<file path="src/rtl/beamformer_sequencer_if.sv">
// Control/status bundle between the beamformer phase sequencer and the datapath.
// master: sequencer side; slave: datapath (or bench) side.
interface beamformer_sequencer_if #(
    parameter int unsigned ADDR_W = 11
);
    logic              start;
    logic              filt_valid;
    logic              bf_data_good;
    logic [ADDR_W-1:0] signal_address;
    logic              signalinen;
    logic              filt_sink_valid;
    logic [ADDR_W-1:0] readin_address;
    logic              filter_bram_output_write_en;
    logic              output_read_en;
    logic              startbeamformer;
    logic [1:0]        slice_state;
    logic [15:0]       sample_index;
    logic [ADDR_W-1:0] sumout_address;
    logic              sumouten;
    logic              busy;
    logic              done;
    logic              err;

    modport master (
        input  start, filt_valid, bf_data_good,
        output signal_address, signalinen, filt_sink_valid, readin_address,
               filter_bram_output_write_en, output_read_en, startbeamformer, slice_state,
               sample_index, sumout_address, sumouten, busy, done, err
    );

    modport slave (
        output start, filt_valid, bf_data_good,
        input  signal_address, signalinen, filt_sink_valid, readin_address,
               filter_bram_output_write_en, output_read_en, startbeamformer, slice_state,
               sample_index, sumout_address, sumouten, busy, done, err
    );
endinterface

</file>
<file path="src/rtl/beamformer_sequencer.sv">
// Phase controller for the filter/beamformer datapath: FILTER -> BEAM -> DRAIN -> (READOUT) -> DONE.
// Define BFSEQ_READOUT_EN to build the READOUT sweep of the sum RAM; otherwise DRAIN ends in DONE.
module beamformer_sequencer #(
    parameter int unsigned ADDR_W    = 11,
    parameter int unsigned NUM_WORDS = 512,
    parameter int unsigned DRAIN_MAX = 64
) (
    input logic                    clk,
    input logic                    rst,
    beamformer_sequencer_if.master bus
);
    localparam logic [ADDR_W-1:0] LastWord  = ADDR_W'(NUM_WORDS - 1);
    localparam logic [ADDR_W-1:0] NumWords  = ADDR_W'(NUM_WORDS);
    localparam logic [ADDR_W-1:0] LastSum   = ADDR_W'(3 * NUM_WORDS - 1);
    localparam logic [ADDR_W:0]   TotalCnt  = (ADDR_W + 1)'(3 * NUM_WORDS);
    localparam logic [15:0]       DrainLast = 16'(DRAIN_MAX - 1);

    typedef enum logic [2:0] {StIdle, StFilter, StBeam, StDrain, StReadout, StDone} state_e;

    state_e            state;
    logic [ADDR_W-1:0] wr_cnt;
    logic [ADDR_W:0]   good_cnt;
    logic [15:0]       drain_timer;
    logic              strobe;
    logic [ADDR_W:0]   good_next;

    // Strobe count including this cycle's strobe, so a completing strobe beats the timeout.
    always_comb begin
        strobe    = ((state == StBeam) || (state == StDrain)) && bus.bf_data_good;
        good_next = good_cnt;
        if (strobe && (good_cnt != TotalCnt)) begin
            good_next = good_cnt + 1'b1;
        end
    end

    always_ff @(posedge clk or posedge rst) begin
        if (rst) begin
            state                           <= StIdle;
            wr_cnt                          <= '0;
            good_cnt                        <= '0;
            drain_timer                     <= '0;
            bus.signal_address              <= '0;
            bus.signalinen                  <= 1'b0;
            bus.filt_sink_valid             <= 1'b0;
            bus.readin_address              <= '0;
            bus.filter_bram_output_write_en <= 1'b0;
            bus.output_read_en              <= 1'b0;
            bus.startbeamformer             <= 1'b0;
            bus.slice_state                 <= '0;
            bus.sample_index                <= '0;
            bus.sumout_address              <= '0;
            bus.sumouten                    <= 1'b0;
            bus.busy                        <= 1'b0;
            bus.done                        <= 1'b0;
            bus.err                         <= 1'b0;
        end else begin
            bus.filt_sink_valid             <= bus.signalinen;
            bus.filter_bram_output_write_en <= 1'b0;
            good_cnt                        <= good_next;
            if (strobe && (bus.sumout_address != LastSum)) begin
                bus.sumout_address <= bus.sumout_address + 1'b1;
            end

            unique case (state)
                StIdle, StDone: begin
                    if (bus.start) begin
                        state              <= StFilter;
                        wr_cnt             <= '0;
                        good_cnt           <= '0;
                        bus.signalinen     <= 1'b1;
                        bus.signal_address <= '0;
                        bus.readin_address <= '0;
                        bus.slice_state    <= '0;
                        bus.sample_index   <= '0;
                        bus.sumout_address <= '0;
                        bus.busy           <= 1'b1;
                        bus.done           <= 1'b0;
                        bus.err            <= 1'b0;
                    end
                end

                StFilter: begin
                    if (bus.signalinen) begin
                        if (bus.signal_address == LastWord) begin
                            bus.signalinen <= 1'b0;
                        end else begin
                            bus.signal_address <= bus.signal_address + 1'b1;
                        end
                    end
                    if (wr_cnt == NumWords) begin
                        state               <= StBeam;
                        bus.signalinen      <= 1'b0;
                        bus.readin_address  <= '0;
                        bus.startbeamformer <= 1'b1;
                        bus.output_read_en  <= 1'b1;
                        bus.slice_state     <= '0;
                    end else if (bus.filt_valid) begin
                        bus.filter_bram_output_write_en <= 1'b1;
                        bus.readin_address              <= wr_cnt;
                        wr_cnt                          <= wr_cnt + 1'b1;
                    end
                end

                StBeam: begin
                    bus.output_read_en <= 1'b0;
                    if (bus.slice_state != 2'd0) begin
                        bus.sample_index <= bus.sample_index + 1'b1;
                    end
                    if (bus.slice_state != 2'd3) begin
                        bus.slice_state <= bus.slice_state + 1'b1;
                    end else begin
                        bus.slice_state    <= '0;
                        bus.readin_address <= bus.readin_address + 1'b1;
                        if (bus.readin_address == LastWord) begin
                            state       <= StDrain;
                            drain_timer <= '0;
                        end else begin
                            bus.output_read_en <= 1'b1;
                        end
                    end
                end

                StDrain: begin
                    drain_timer <= drain_timer + 1'b1;
                    if (good_next == TotalCnt) begin
                        bus.startbeamformer <= 1'b0;
`ifdef BFSEQ_READOUT_EN
                        state              <= StReadout;
                        bus.sumouten       <= 1'b1;
                        bus.sumout_address <= '0;
`else
                        state    <= StDone;
                        bus.done <= 1'b1;
                        bus.busy <= 1'b0;
`endif
                    end else if (drain_timer == DrainLast) begin
                        state               <= StDone;
                        bus.startbeamformer <= 1'b0;
                        bus.err             <= 1'b1;
                        bus.done            <= 1'b1;
                        bus.busy            <= 1'b0;
                    end
                end

`ifdef BFSEQ_READOUT_EN
                StReadout: begin
                    if (bus.sumout_address == LastSum) begin
                        state        <= StDone;
                        bus.sumouten <= 1'b0;
                        bus.done     <= 1'b1;
                        bus.busy     <= 1'b0;
                    end else begin
                        bus.sumout_address <= bus.sumout_address + 1'b1;
                    end
                end
`endif

                default: state <= StIdle;
            endcase
        end
    end
endmodule
</file>
<file path="src/flat_wrapper.sv">
// flat-port wrapper written by rule: the top's interface ports become plain ports
module beamformer_sequencer_flat 
#(
    parameter int unsigned ADDR_W    = 11,
    parameter int unsigned NUM_WORDS = 512,
    parameter int unsigned DRAIN_MAX = 64
)
  (clk, rst, bus_start, bus_filt_valid, bus_bf_data_good, bus_signal_address, bus_signalinen, bus_filt_sink_valid, bus_readin_address, bus_filter_bram_output_write_en, bus_output_read_en, bus_startbeamformer, bus_slice_state, bus_sample_index, bus_sumout_address, bus_sumouten, bus_busy, bus_done, bus_err);
  beamformer_sequencer_if #(.ADDR_W(ADDR_W)) bus_i ();
  input logic clk;
  input logic rst;
  input wire logic [$bits(bus_i.start)-1:0] bus_start;
  input wire logic [$bits(bus_i.filt_valid)-1:0] bus_filt_valid;
  input wire logic [$bits(bus_i.bf_data_good)-1:0] bus_bf_data_good;
  output wire logic [$bits(bus_i.signal_address)-1:0] bus_signal_address;
  output wire logic [$bits(bus_i.signalinen)-1:0] bus_signalinen;
  output wire logic [$bits(bus_i.filt_sink_valid)-1:0] bus_filt_sink_valid;
  output wire logic [$bits(bus_i.readin_address)-1:0] bus_readin_address;
  output wire logic [$bits(bus_i.filter_bram_output_write_en)-1:0] bus_filter_bram_output_write_en;
  output wire logic [$bits(bus_i.output_read_en)-1:0] bus_output_read_en;
  output wire logic [$bits(bus_i.startbeamformer)-1:0] bus_startbeamformer;
  output wire logic [$bits(bus_i.slice_state)-1:0] bus_slice_state;
  output wire logic [$bits(bus_i.sample_index)-1:0] bus_sample_index;
  output wire logic [$bits(bus_i.sumout_address)-1:0] bus_sumout_address;
  output wire logic [$bits(bus_i.sumouten)-1:0] bus_sumouten;
  output wire logic [$bits(bus_i.busy)-1:0] bus_busy;
  output wire logic [$bits(bus_i.done)-1:0] bus_done;
  output wire logic [$bits(bus_i.err)-1:0] bus_err;
  assign bus_i.start = bus_start;
  assign bus_i.filt_valid = bus_filt_valid;
  assign bus_i.bf_data_good = bus_bf_data_good;
  assign bus_signal_address = bus_i.signal_address;
  assign bus_signalinen = bus_i.signalinen;
  assign bus_filt_sink_valid = bus_i.filt_sink_valid;
  assign bus_readin_address = bus_i.readin_address;
  assign bus_filter_bram_output_write_en = bus_i.filter_bram_output_write_en;
  assign bus_output_read_en = bus_i.output_read_en;
  assign bus_startbeamformer = bus_i.startbeamformer;
  assign bus_slice_state = bus_i.slice_state;
  assign bus_sample_index = bus_i.sample_index;
  assign bus_sumout_address = bus_i.sumout_address;
  assign bus_sumouten = bus_i.sumouten;
  assign bus_busy = bus_i.busy;
  assign bus_done = bus_i.done;
  assign bus_err = bus_i.err;
  beamformer_sequencer #(.ADDR_W(ADDR_W), .NUM_WORDS(NUM_WORDS), .DRAIN_MAX(DRAIN_MAX)) u_core (.clk(clk), .rst(rst), .bus(bus_i));
endmodule
</file>
<file path="config.mk">
export PLATFORM = sky130hd
export DESIGN_NAME = beamformer_sequencer_flat
export DESIGN_NICKNAME = d
export VERILOG_FILES = /design/src/rtl/beamformer_sequencer_if.sv /design/src/rtl/beamformer_sequencer.sv /design/src/flat_wrapper.sv
export SDC_FILE = /design/constraint.sdc
export NUM_CORES = 1
export LEC_CHECK = 0
export CORE_MARGIN = 2
export CORE_UTILIZATION = 45
export DETAILED_ROUTE_END_ITERATION = 7
export PLACE_DENSITY = 0.71
export SLEW_MARGIN = 15
export SYNTH_ARGS = -nofsm -noshare
export SYNTH_HDL_FRONTEND = slang
export SYNTH_SLANG_ARGS = --single-unit
export TNS_END_PERCENT = 100
</file>
<file path="constraint.sdc">
create_clock -name clk -period 4.6 [get_ports clk]
set_input_delay 1.38 -clock clk [delete_from_list [all_inputs] [get_ports clk]]
set_output_delay 1.38 -clock clk [all_outputs]
set_load 0.05 [all_outputs]
</file>
==> impl_metrics.py, run 1 <==
metrics = {
    "setup_path": {
        "critical_path_depth": 7,
        "reg2reg_to": "u_core.drain_timer[13]",
        "critical_path_buf_inv_count": 1,
        "worstPathCellList": "clkdlybuf4s50_1, nor2b_1, nand2_1, a21oi_1, nand3_1, xor2_1, nor2_1",
        "cpPeakStageDelay_ns": 0.70,
        "r2r_start": "u_core.bus.readin_address[0]",
        "cp_slowest_cell": "a21oi_1",
        "critPathArrivalTime_ns": 3.42,
        "crit_required_ns": 4.83,
        "worstRegToRegCells": 6,
        "crit_path_start": "bus_start",
        "endpoint": "u_core.wr_cnt[6]",
        "r2r_setup_slack_ns": 1.94,
        "end_kind": "flop",
        "crit_family": "compound AO/OA/AOI/OAI gates",
        "crit_type": "in -> reg",
        "path_max_fanout": 11,
        "crit_path_start_kind": "input port",
    },
    "placed_design": {
        "place.gp.congestion": 0.880,
        "io_buffers": 63,
        "dp.cells": 767,
        "dp_hpwl_mm": 8.42,
    },
    "global_routing": {
        "grt_overflow_total": 0,
        "grt_pass1_wl_mm": 20.3,
        "busiest_layer": "met2",
        "grtUsageMet2_pct": 30.7,
        "use_met1_pct": 26.3,
        "antenna_found_initial": 0,
        "grt_usage_pct": 19.3,
        "grt_pass1_vias": 4269,
        "grtUsageMet3_pct": 4.09,
        "grt_max_degree": 73,
    },
    "route": {
        "vias_per_cell": 5.63,
        "wire_per_inst_um": 15.3,
        "vias": 4411,
        "drt_iter0_drc": 254,
        "route.detailed.drc": 0,
        "wl_mm": 12.0,
        "drt.antenna.violating_nets": 0,
        "first_pass_iters": 5,
    },
    "logic_synthesis": {
        "syn-cell-area_um2": 5400,
        "ys.flop_type": "dfrtp_1",
        "yosysSeqAreaShare_pct": 46.8,
        "syn_inst": 577,
        "syn_nets": 593,
        "synth_most_common_cell": "dfrtp_1",
        "synth_top_cell_by_area": "dfrtp_1",
        "synth_top_area_share_pct": 46.8,
        "ys_ff_latch": 101,
        "postSynthAreaPerCell_um2": 9.36,
        "synth_area_leaders": "dfrtp_1, nor2_1, xor2_1",
        "ys_warn_count": 1,
        "synthDistinctLibCells": 67,
        "synth_edf_count": 0,
        "ys_top_cells_by_count": "dfrtp_1, nor2_1, nand2_1",
        "synthArstFlopShare_pct": 100,
    },
    "clocking": {
        "clock_sinks": 101,
        "ctsHoldBuffers": 0,
        "cts.htree.levels": 3,
        "path_clk_slew_ns": 0.07,
        "cts_max_path_buffers": 2,
        "clk_latency_ns": 0.35,
        "post-cts-setup-buffers": 0,
        "cts_buffers": 9,
        "cts_resized": 0,
        "cts-root-buf": "clkbuf_16",
        "tritoncts": "yes",
    },
    "timing": {
        "drv_slew": 0,
        "tns_ns": 0,
        "tightest_slew_ns": 0.897,
        "hold_viol_final": 0,
        "setup_viol": 0,
        "clock.fmax_ghz": 0.313,
        "rsz0062_at_grt": "false",
        "fin_worst_skew_ns": 0.00580,
        "post-route-period-util_pct": 69.5,
        "maxSlewHeadroom_pct": 39.7,
        "timing.final.crit_period_ns": 3.20,
    },
    "floorplanning": {
        "fp.coreArea_um2": 11900,
        "die_y_um": 114,
        "fp-row-count": 40,
        "die_w_um": 114,
        "pin_count": 65,
        "die_area_um2": 12900,
        "start_util_pct": 45.5,
    },
    "job": {
        "drv_cap": 0,
    },
    "finish": {
        "seqCellArea_um2": 2530,
        "fill_cells": 1040,
        "finalNetCount": 648,
        "multi_input_area_um2": 2700,
        "area_delta_synth_final_pct": 19.3,
        "diodes": 0,
        "final_cells": 784,
        "drive_above_1_share_pct": 5.81,
    },
    "min_path": {
        "hold_path_class": "reg -> reg",
    },
    "pwr": {
        "p_leak_nw": 2.74,
        "ir_drop_mv": 0.221,
        "p_per_area_nw_per_um2": 499,
    },
    "status": {
        "status": "finished, final reports clean",
    },
}
worst reg2reg max path: stages (launching register included):
cell and delay, ns:
dfrtp_1 0.41, ha_1 0.23, nand4_1 0.15, nor4_1 0.71, nand2_1 0.18, nor2_1 0.71
nor2_1 0.12
per-layer routing:
layer	up-vias	wire length (µm)
li1	2127	-
met1	2168	5440
met2	97	5820
met3	19	517
met4	0	200
met5	-	0
flip-flops by register name, summed over array words and instances (netlist names), 2 cells and up:
register,cells
u_core.bus.sample_index,16
u_core.drain_timer,16
u_core.good_cnt,12
u_core.bus.readin_address,11
u_core.bus.signal_address,11
u_core.bus.sumout_address,11
u_core.wr_cnt,11
u_core.state,3
u_core.bus.slice_state,2
cells by family after synthesis:
kind of cell / after synthesis / synth area share (%)
compound gates: 87 / 10.7
other cells: 1 / 0.0694
simple gates: 269 / 25.6
fa+ha+maj: 11 / 2.55
mux: 4 / 0.764
buf+inv: 41 / 3.24
flops: 101 / 46.8
xor+xnor: 63 / 10.2
metrics by stage:
| stage | setup slack [ns] | hold slack (ns) | utilization (%) | instance area [µm²] | power, W |
|---|---|---|---|---|---|
| 4_1_cts | 1.42 | 0.480 | 54.3 | 6440 | 0.00323 |
| 3_3_place_gp | 1.14 | 0.462 | 51.8 | 6140 | 0.00242 |
| 6_report | 1.40 | 0.472 | 54.3 | 6450 | 0.00321 |
| 2_1_floorplan | 0.573 | 0.482 | - | 5400 | 0.00209 |
| 3_5_place_dp | 1.08 | 0.459 | 51.8 | 6140 | 0.00245 |
| 5_1_grt | 1.18 | 0.490 | 54.3 | 6450 | 0.00339 |
cell type report:
type	instances	share of cell area (%)
tap	147	2.85
clock inverter	3	0.699
sequential	101	39.2
inverter	16	0.970
clock buffer	13	3.88
multi-input combinational	435	41.9
timing repair buffer	69	10.5
how the worst min path moves through the flow:
stage | startpoint | endpoint | slack, ns | depth (start not counted)
detailed placement | u_core.bus.signalinen | u_core.bus.filt_sink_valid | 0.46 | 0
global route | u_core.bus.signalinen | u_core.bus.filt_sink_valid | 0.49 | 0
floorplan | u_core.drain_timer[0] | u_core.drain_timer[0] | 0.48 | 1
CTS | u_core.bus.signalinen | u_core.bus.filt_sink_valid | 0.48 | 0
finish | u_core.bus.signalinen | u_core.bus.filt_sink_valid | 0.47 | 0
global placement | u_core.bus.signalinen | u_core.bus.filt_sink_valid | 0.46 | 0
cell usage in the layout (no fill, tap or decap), drive strengths merged, types with 3 or more instances in the layout:
cell type | synthesis | final
nor4b | 4 | 4
ha | 11 | 11
nand4 | 18 | 18
nor4 | 7 | 7
nand2 | 42 | 42
buf | 12 | 6
nand3 | 24 | 24
xnor2 | 28 | 28
nor2b | 3 | 3
a31oi | 4 | 4
a22oi | 4 | 4
and3 | 19 | 19
xor2 | 35 | 35
o21ai | 34 | 34
nor3 | 20 | 20
mux2i | 3 | 3
nand2b | 4 | 4
a21oi | 15 | 15
or3 | 7 | 7
and2 | 11 | 11
and4 | 5 | 5
nor3b | 4 | 4
nor2 | 91 | 91
or2 | 5 | 5
o211ai | 4 | 4
clkbuf | 13 | 13
o2111ai | 3 | 3
a22o | 4 | 4
clkdlybuf4s50 | 0 | 63
dfrtp | 101 | 101
inv | 16 | 16
power by group:
part           internal, W  total (W)  leakage (nW)  switching, W
clock network     0.000438   0.000765         0.136      0.000328
registers          0.00106    0.00130          1.34      0.000242
logic             0.000414    0.00115          1.27      0.000734
total              0.00191    0.00321          2.74       0.00130
No activity file was read; power rests on OpenSTA's default activity.
==> run 2, diff against run 1 <==
Settings changed: PLACE_DENSITY 0.71 to 0.73.
Clock period 4.6 ns to 2.7 ns, I/O delays scaled along.
==> run 2 against run 1 <==
Net effect:
- final cell count increased by 2.3%
- global-route usage decreased by 0.050 points
- sequential power up 71%
==> impl_metrics.py, run 2 (synthesized netlist as in run 1, its figures left out) <==
metrics = {
    "clocking": {
        "tritoncts": "yes",
        "cts_max_path_buffers": 2,
        "path_clk_slew_ns": 0.07,
        "cts_buffers": 9,
        "ctsHoldBuffers": 0,
        "clk_latency_ns": 0.35,
        "post-cts-setup-buffers": 0,
        "cts_resized": 0,
        "cts.htree.levels": 3,
        "cts-root-buf": "clkbuf_16",
        "clock_sinks": 101,
    },
    "status": {
        "status": "finished, final reports clean",
    },
    "timing": {
        "maxSlewHeadroom_pct": 57.0,
        "clock.fmax_ghz": 0.402,
        "drv_slew": 0,
        "hold_viol_final": 0,
        "setup_viol": 0,
        "post-route-period-util_pct": 92.2,
        "tightest_slew_ns": 0.645,
        "rsz0062_at_grt": "false",
        "fin_worst_skew_ns": 0.00840,
        "timing.final.crit_period_ns": 2.49,
        "whs_ns": 0.485,
    },
    "setup_path": {
        "critical_path_buf_inv_count": 2,
        "r2r_start": "u_core.good_cnt[0]",
        "worstPathCellList": "clkdlybuf4s50_1, and4b_1, buf_4, nand2_1, nor3_1, o32ai_2, or2_1, a31o_1",
        "cp_slowest_cell": "clkdlybuf4s50_1",
        "path_max_fanout": 4,
        "crit_type": "in -> reg",
        "reg2reg_to": "u_core.state[1]",
        "critPathArrivalTime_ns": 2.73,
        "end_kind": "flop",
        "critical_path_depth": 8,
        "r2r_setup_slack_ns": 0.26,
        "crit_path_start_kind": "input port",
        "crit_family": "simple AND/OR/NAND/NOR gates",
        "worstRegToRegCells": 8,
        "cpPeakStageDelay_ns": 0.50,
        "crit_required_ns": 2.94,
    },
    "placed_design": {
        "place.gp.congestion": 0.854,
        "dp_hpwl_mm": 8.37,
        "dp.cells": 787,
        "io_buffers": 63,
        "place_area_um2": 6310,
    },
    "global_routing": {
        "grt_pass1_vias": 4245,
        "grt_pass1_wl_mm": 20.1,
        "grt_usage_pct": 19.2,
        "grt_overflow_total": 0,
        "grt_max_degree": 102,
        "antenna_found_initial": 0,
    },
    "pwr": {
        "ir_drop_mv": 0.375,
        "p_leak_nw": 2.86,
        "internal-power_w": 0.00337,
        "combPwrFrac_pct": 35.5,
        "switchingPower_w": 0.00224,
        "pwr-share-seq_pct": 39.6,
        "power_frac_clock_pct": 24.9,
        "swShare_pct": 39.9,
        "p_per_area_nw_per_um2": 846,
        "total_power_w": 0.00561,
    },
    "finish": {
        "seqCellArea_um2": 2530,
        "final_cell_area_um2": 6620,
        "drive_above_1_share_pct": 8.70,
        "area_delta_synth_final_pct": 22.6,
        "final_cells": 802,
        "fill_cells": 1022,
        "multi_input_area_um2": 2700,
        "diodes": 0,
        "reg.largest.list": "u_core.bus.sample_index: 16 flops, u_core.drain_timer: 16 flops, u_core.good_cnt: 12 flops",
        "layout_commonest_cell": "dfrtp_1",
        "finalNetCount": 667,
        "layout_common_cells": "dfrtp_1, nor2_1, clkdlybuf4s50_1",
    },
    "floorplanning": {
        "pin_count": 65,
        "die_area_um2": 12900,
        "fp-row-count": 40,
        "die_y_um": 114,
        "die_w_um": 114,
        "start_util_pct": 45.5,
        "fp.coreArea_um2": 11900,
    },
    "job": {
        "drv_cap": 0,
    },
    "min_path": {
        "hold_path_class": "reg -> reg",
        "hold_start": "u_core.bus.signalinen",
        "min_to": "u_core.bus.filt_sink_valid",
        "min_delay_path_depth": 0,
    },
    "route": {
        "route.detailed.drc": 0,
        "vias": 4510,
        "first_pass_iters": 5,
        "vias_per_cell": 5.62,
        "drt_iter0_drc": 287,
        "drt.antenna.violating_nets": 0,
        "wl_mm": 12.1,
        "wire_per_inst_um": 15.1,
    },
}
[run 2: cell types whose count changed in the layout (fill, tap and decap cells not counted), sizes merged]
| cell | change |
|---|---|
| inv | -1 |
| clkbuf | -2 |
| clkinv | +1 |
| buf | +19 |
| bufinv | +1 |
[run 2: worst max path at each step]
stage	to	slack (ns)	from
3_3_place_gp	u_core.state[1]	-0.06	bus_bf_data_good
6_report	u_core.state[1]	0.21	bus_bf_data_good
4_1_cts	bus_readin_address[8]	0.23	u_core.bus.readin_address[8]
5_1_grt	u_core.state[1]	0.13	bus_bf_data_good
2_1_floorplan	u_core.drain_timer[13]	0.27	u_core.bus.readin_address[0]
3_5_place_dp	u_core.state[1]	-0.12	bus_bf_data_good
[run 2: metal layers]
layer	up-vias	part of all wire, %	global-route usage, %
met1	2236	47	26.1
li1	2160	-	-
met5	-	0	0
met4	0	1.8	8.21
met2	99	48	30.8
met3	15	3.9	3.03
[run 2: layout make-up]
cell class                      instances  area share [%]
Multi-Input combinational cell        435            40.8
Timing Repair Buffer                   88            12.5
Inverter                               16           0.964
Clock inverter                          4            1.10
Tap cell                              147            2.78
Clock buffer                           11            3.67
Sequential cell                       101            38.2
[run 2: metrics by stage]
step	setup TNS (ns)	setup WS, ns	utilization [%]
after floorplan	0	0.273	-
after global placement	-0.0806	-0.0606	53.2
after detailed placement	-0.241	-0.125	53.2
after CTS	0	0.232	55.8
after global routing	0	0.127	55.8
final	0	0.211	55.8
[run 2: power groups by stage]
stage,Sequential [W],Clock (W),Combinational [W]
floorplan,0.00266,0,0.000897
CTS,0.00221,0.00141,0.00201
finish,0.00222,0.00139,0.00199
global placement,0.00222,0,0.00194
detailed placement,0.00223,0,0.00200
global route,0.00227,0.00147,0.00215
==> run 3, diff against run 2 <==
--- a/config.mk
+++ b/config.mk
@@ -9,4 +9,5 @@
 export CORE_UTILIZATION = 45
 export DETAILED_ROUTE_END_ITERATION = 7
+export MAX_ROUTING_LAYER = met4
 export PLACE_DENSITY = 0.73
 export SLEW_MARGIN = 15
==> constraint.sdc (replaced) <==
create_clock -name clk -period 2.7 [get_ports clk]
set_input_delay 0.54 -clock clk [delete_from_list [all_inputs] [get_ports clk]]
set_output_delay 0.54 -clock clk [all_outputs]
set_load 0.05 [all_outputs]
==> run 3 against run 2 <==
Net effect:
- sequential power about the same
- critical path depth unchanged
- highest routed layer unchanged
- sequential cell count unchanged
- non-clock buffer count decreased by 11
- setup slack improved by 0.017 ns
- global-route usage increased by 0.48 points
- clock power decreased by 16%
- combinational power about the same
==> impl_metrics.py, run 3 (synthesized netlist as in run 1, its figures left out) <==
metrics = {
    "route": {
        "drt_iter0_drc": 324,
        "wire_per_inst_um": 15.2,
        "route.detailed.drc": 0,
        "first_pass_iters": 5,
        "vias_per_cell": 5.56,
        "vias": 4395,
        "wl_mm": 12.0,
        "drt.antenna.violating_nets": 0,
    },
    "timing": {
        "tns_ns": 0,
        "whs_ns": 0.494,
        "post-route-period-util_pct": 91.6,
        "clock.fmax_ghz": 0.404,
        "fin_worst_skew_ns": 0.00757,
        "fin_ws_ns": 0.227,
        "rsz0062_at_grt": "false",
        "timing.final.crit_period_ns": 2.47,
        "tightest_slew_ns": 0.644,
        "setup_viol": 0,
        "hold_viol_final": 0,
        "maxSlewHeadroom_pct": 57.0,
        "drv_slew": 0,
    },
    "setup_path": {
        "end_kind": "flop",
        "critical_path_depth": 8,
        "cpPeakStageDelay_ns": 0.47,
        "critical_path_buf_inv_count": 1,
        "crit_family": "compound AO/OA/AOI/OAI gates",
        "worstPathCellList": "inv_1, ha_1, nor3b_1, a31oi_4, mux2i_1, a2111o_1, or2_1, a31o_1",
        "crit_required_ns": 2.93,
        "reg2reg_to": "u_core.state[1]",
        "crit_type": "reg -> reg",
        "r2r_start": "u_core.good_cnt[0]",
        "crit_path_start": "u_core.good_cnt[0]",
        "crit_path_start_kind": "flop",
        "r2r_setup_slack_ns": 0.23,
        "cp_slowest_cell": "dfrtp_1",
        "endpoint": "u_core.state[1]",
        "worstRegToRegCells": 8,
        "critPathArrivalTime_ns": 2.70,
        "path_max_fanout": 6,
    },
    "clocking": {
        "post-cts-setup-buffers": 0,
        "ctsHoldBuffers": 0,
        "cts.htree.levels": 3,
        "clock_sinks": 101,
        "cts_resized": 0,
        "tritoncts": "yes",
        "cts_buffers": 9,
        "clk_latency_ns": 0.34,
        "cts-root-buf": "clkbuf_16",
        "path_clk_slew_ns": 0.07,
        "cts_max_path_buffers": 2,
    },
    "floorplanning": {
        "start_util_pct": 45.5,
        "fp.coreArea_um2": 11900,
        "die_area_um2": 12900,
        "pin_count": 65,
        "die_w_um": 114,
        "fp-row-count": 40,
        "die_y_um": 114,
    },
    "global_routing": {
        "grt_overflow_total": 0,
        "grt_max_degree": 42,
        "grt_pass1_vias": 4355,
        "antenna_found_initial": 0,
        "grt_pass1_wl_mm": 20.2,
        "grt_usage_pct": 19.7,
    },
    "job": {
        "drv_cap": 0,
    },
    "finish": {
        "multi_input_area_um2": 2700,
        "drive_above_1_share_pct": 6.99,
        "layout_common_cells": "dfrtp_1, nor2_1, clkdlybuf4s50_1",
        "final_cell_area_um2": 6480,
        "layout_commonest_cell": "dfrtp_1",
        "finalNetCount": 656,
        "fill_cells": 1039,
        "reg.largest.list": "u_core.bus.sample_index: 16 flops, u_core.drain_timer: 16 flops, u_core.good_cnt: 12 flops",
        "seqCellArea_um2": 2530,
        "area_delta_synth_final_pct": 20.0,
        "final_cells": 791,
        "diodes": 0,
    },
    "pwr": {
        "p_per_area_nw_per_um2": 828,
        "p_leak_nw": 2.77,
        "ir_drop_mv": 0.476,
    },
    "placed_design": {
        "post-place-ws_ns": 0.0813,
        "io_buffers": 63,
        "place_area_um2": 6220,
        "dp.cells": 776,
        "place.gp.congestion": 0.887,
        "dp_hpwl_mm": 8.50,
    },
    "status": {
        "status": "finished, final reports clean",
    },
    "min_path": {
        "hold_path_class": "reg -> reg",
    },
}
## run 3: cell types whose count changed in the layout (fill, tap and decap cells not counted), sizes merged
| cell | before | now |
|---|---|---|
| buf | 25 | 14 |
| bufinv | 2 | 0 |
| clkinv | 1 | 3 |
## run 3: final cells by class
type,instances,area share (%)
timing repair buffer,77,11.5
sequential,101,39.0
tap,147,2.84
inverter,16,0.984
multi-input combinational,435,41.7
clock buffer,11,3.59
clock inverter,4,0.405
## run 3: where the power goes
part	total [W]	internal [W]	switching (W)	leakage, nW
combinational	0.00197	0.000724	0.00125	1.31
sequential	0.00222	0.00180	0.000420	1.34
clock	0.00117	0.000620	0.000550	0.125
## run 3: worst min path at each step
stage	start	endpoint	slack, ns	cells after the start
after global placement	u_core.bus.signalinen	u_core.bus.filt_sink_valid	0.47	0
after floorplan	u_core.drain_timer[0]	u_core.drain_timer[0]	0.48	1
after detailed placement	u_core.bus.signalinen	u_core.bus.filt_sink_valid	0.48	0
final	u_core.bus.signalinen	u_core.bus.filt_sink_valid	0.49	0
after global routing	u_core.bus.signalinen	u_core.bus.filt_sink_valid	0.52	0
after CTS	u_core.bus.err	u_core.bus.err	0.51	2
## run 3: metrics by stage
step,power (W),utilization [%]
after global routing,0.00567,54.7
after global placement,0.00415,52.5
after detailed placement,0.00420,52.5
after floorplan,0.00356,-
after CTS,0.00539,54.7
final,0.00537,54.7
## run 3: metal layers
metal	wire (µm)	vias to the layer above	global-route usage (%)
li1	-	2140	-
met1	5780	2184	25.6
met2	5860	60	32.3
met3	285	11	3.40
met4	118	0	4.96
met5	0	-	-
## run 3: worst register-to-register path, delay by kind of cell, from the launching register on
kind            cells  cell delay (ns)
buf+inv             1             0.11
fa+ha+maj           1             0.14
compound gates      3             0.82
simple gates        2             0.67
flops               1             0.47
mux                 1             0.16
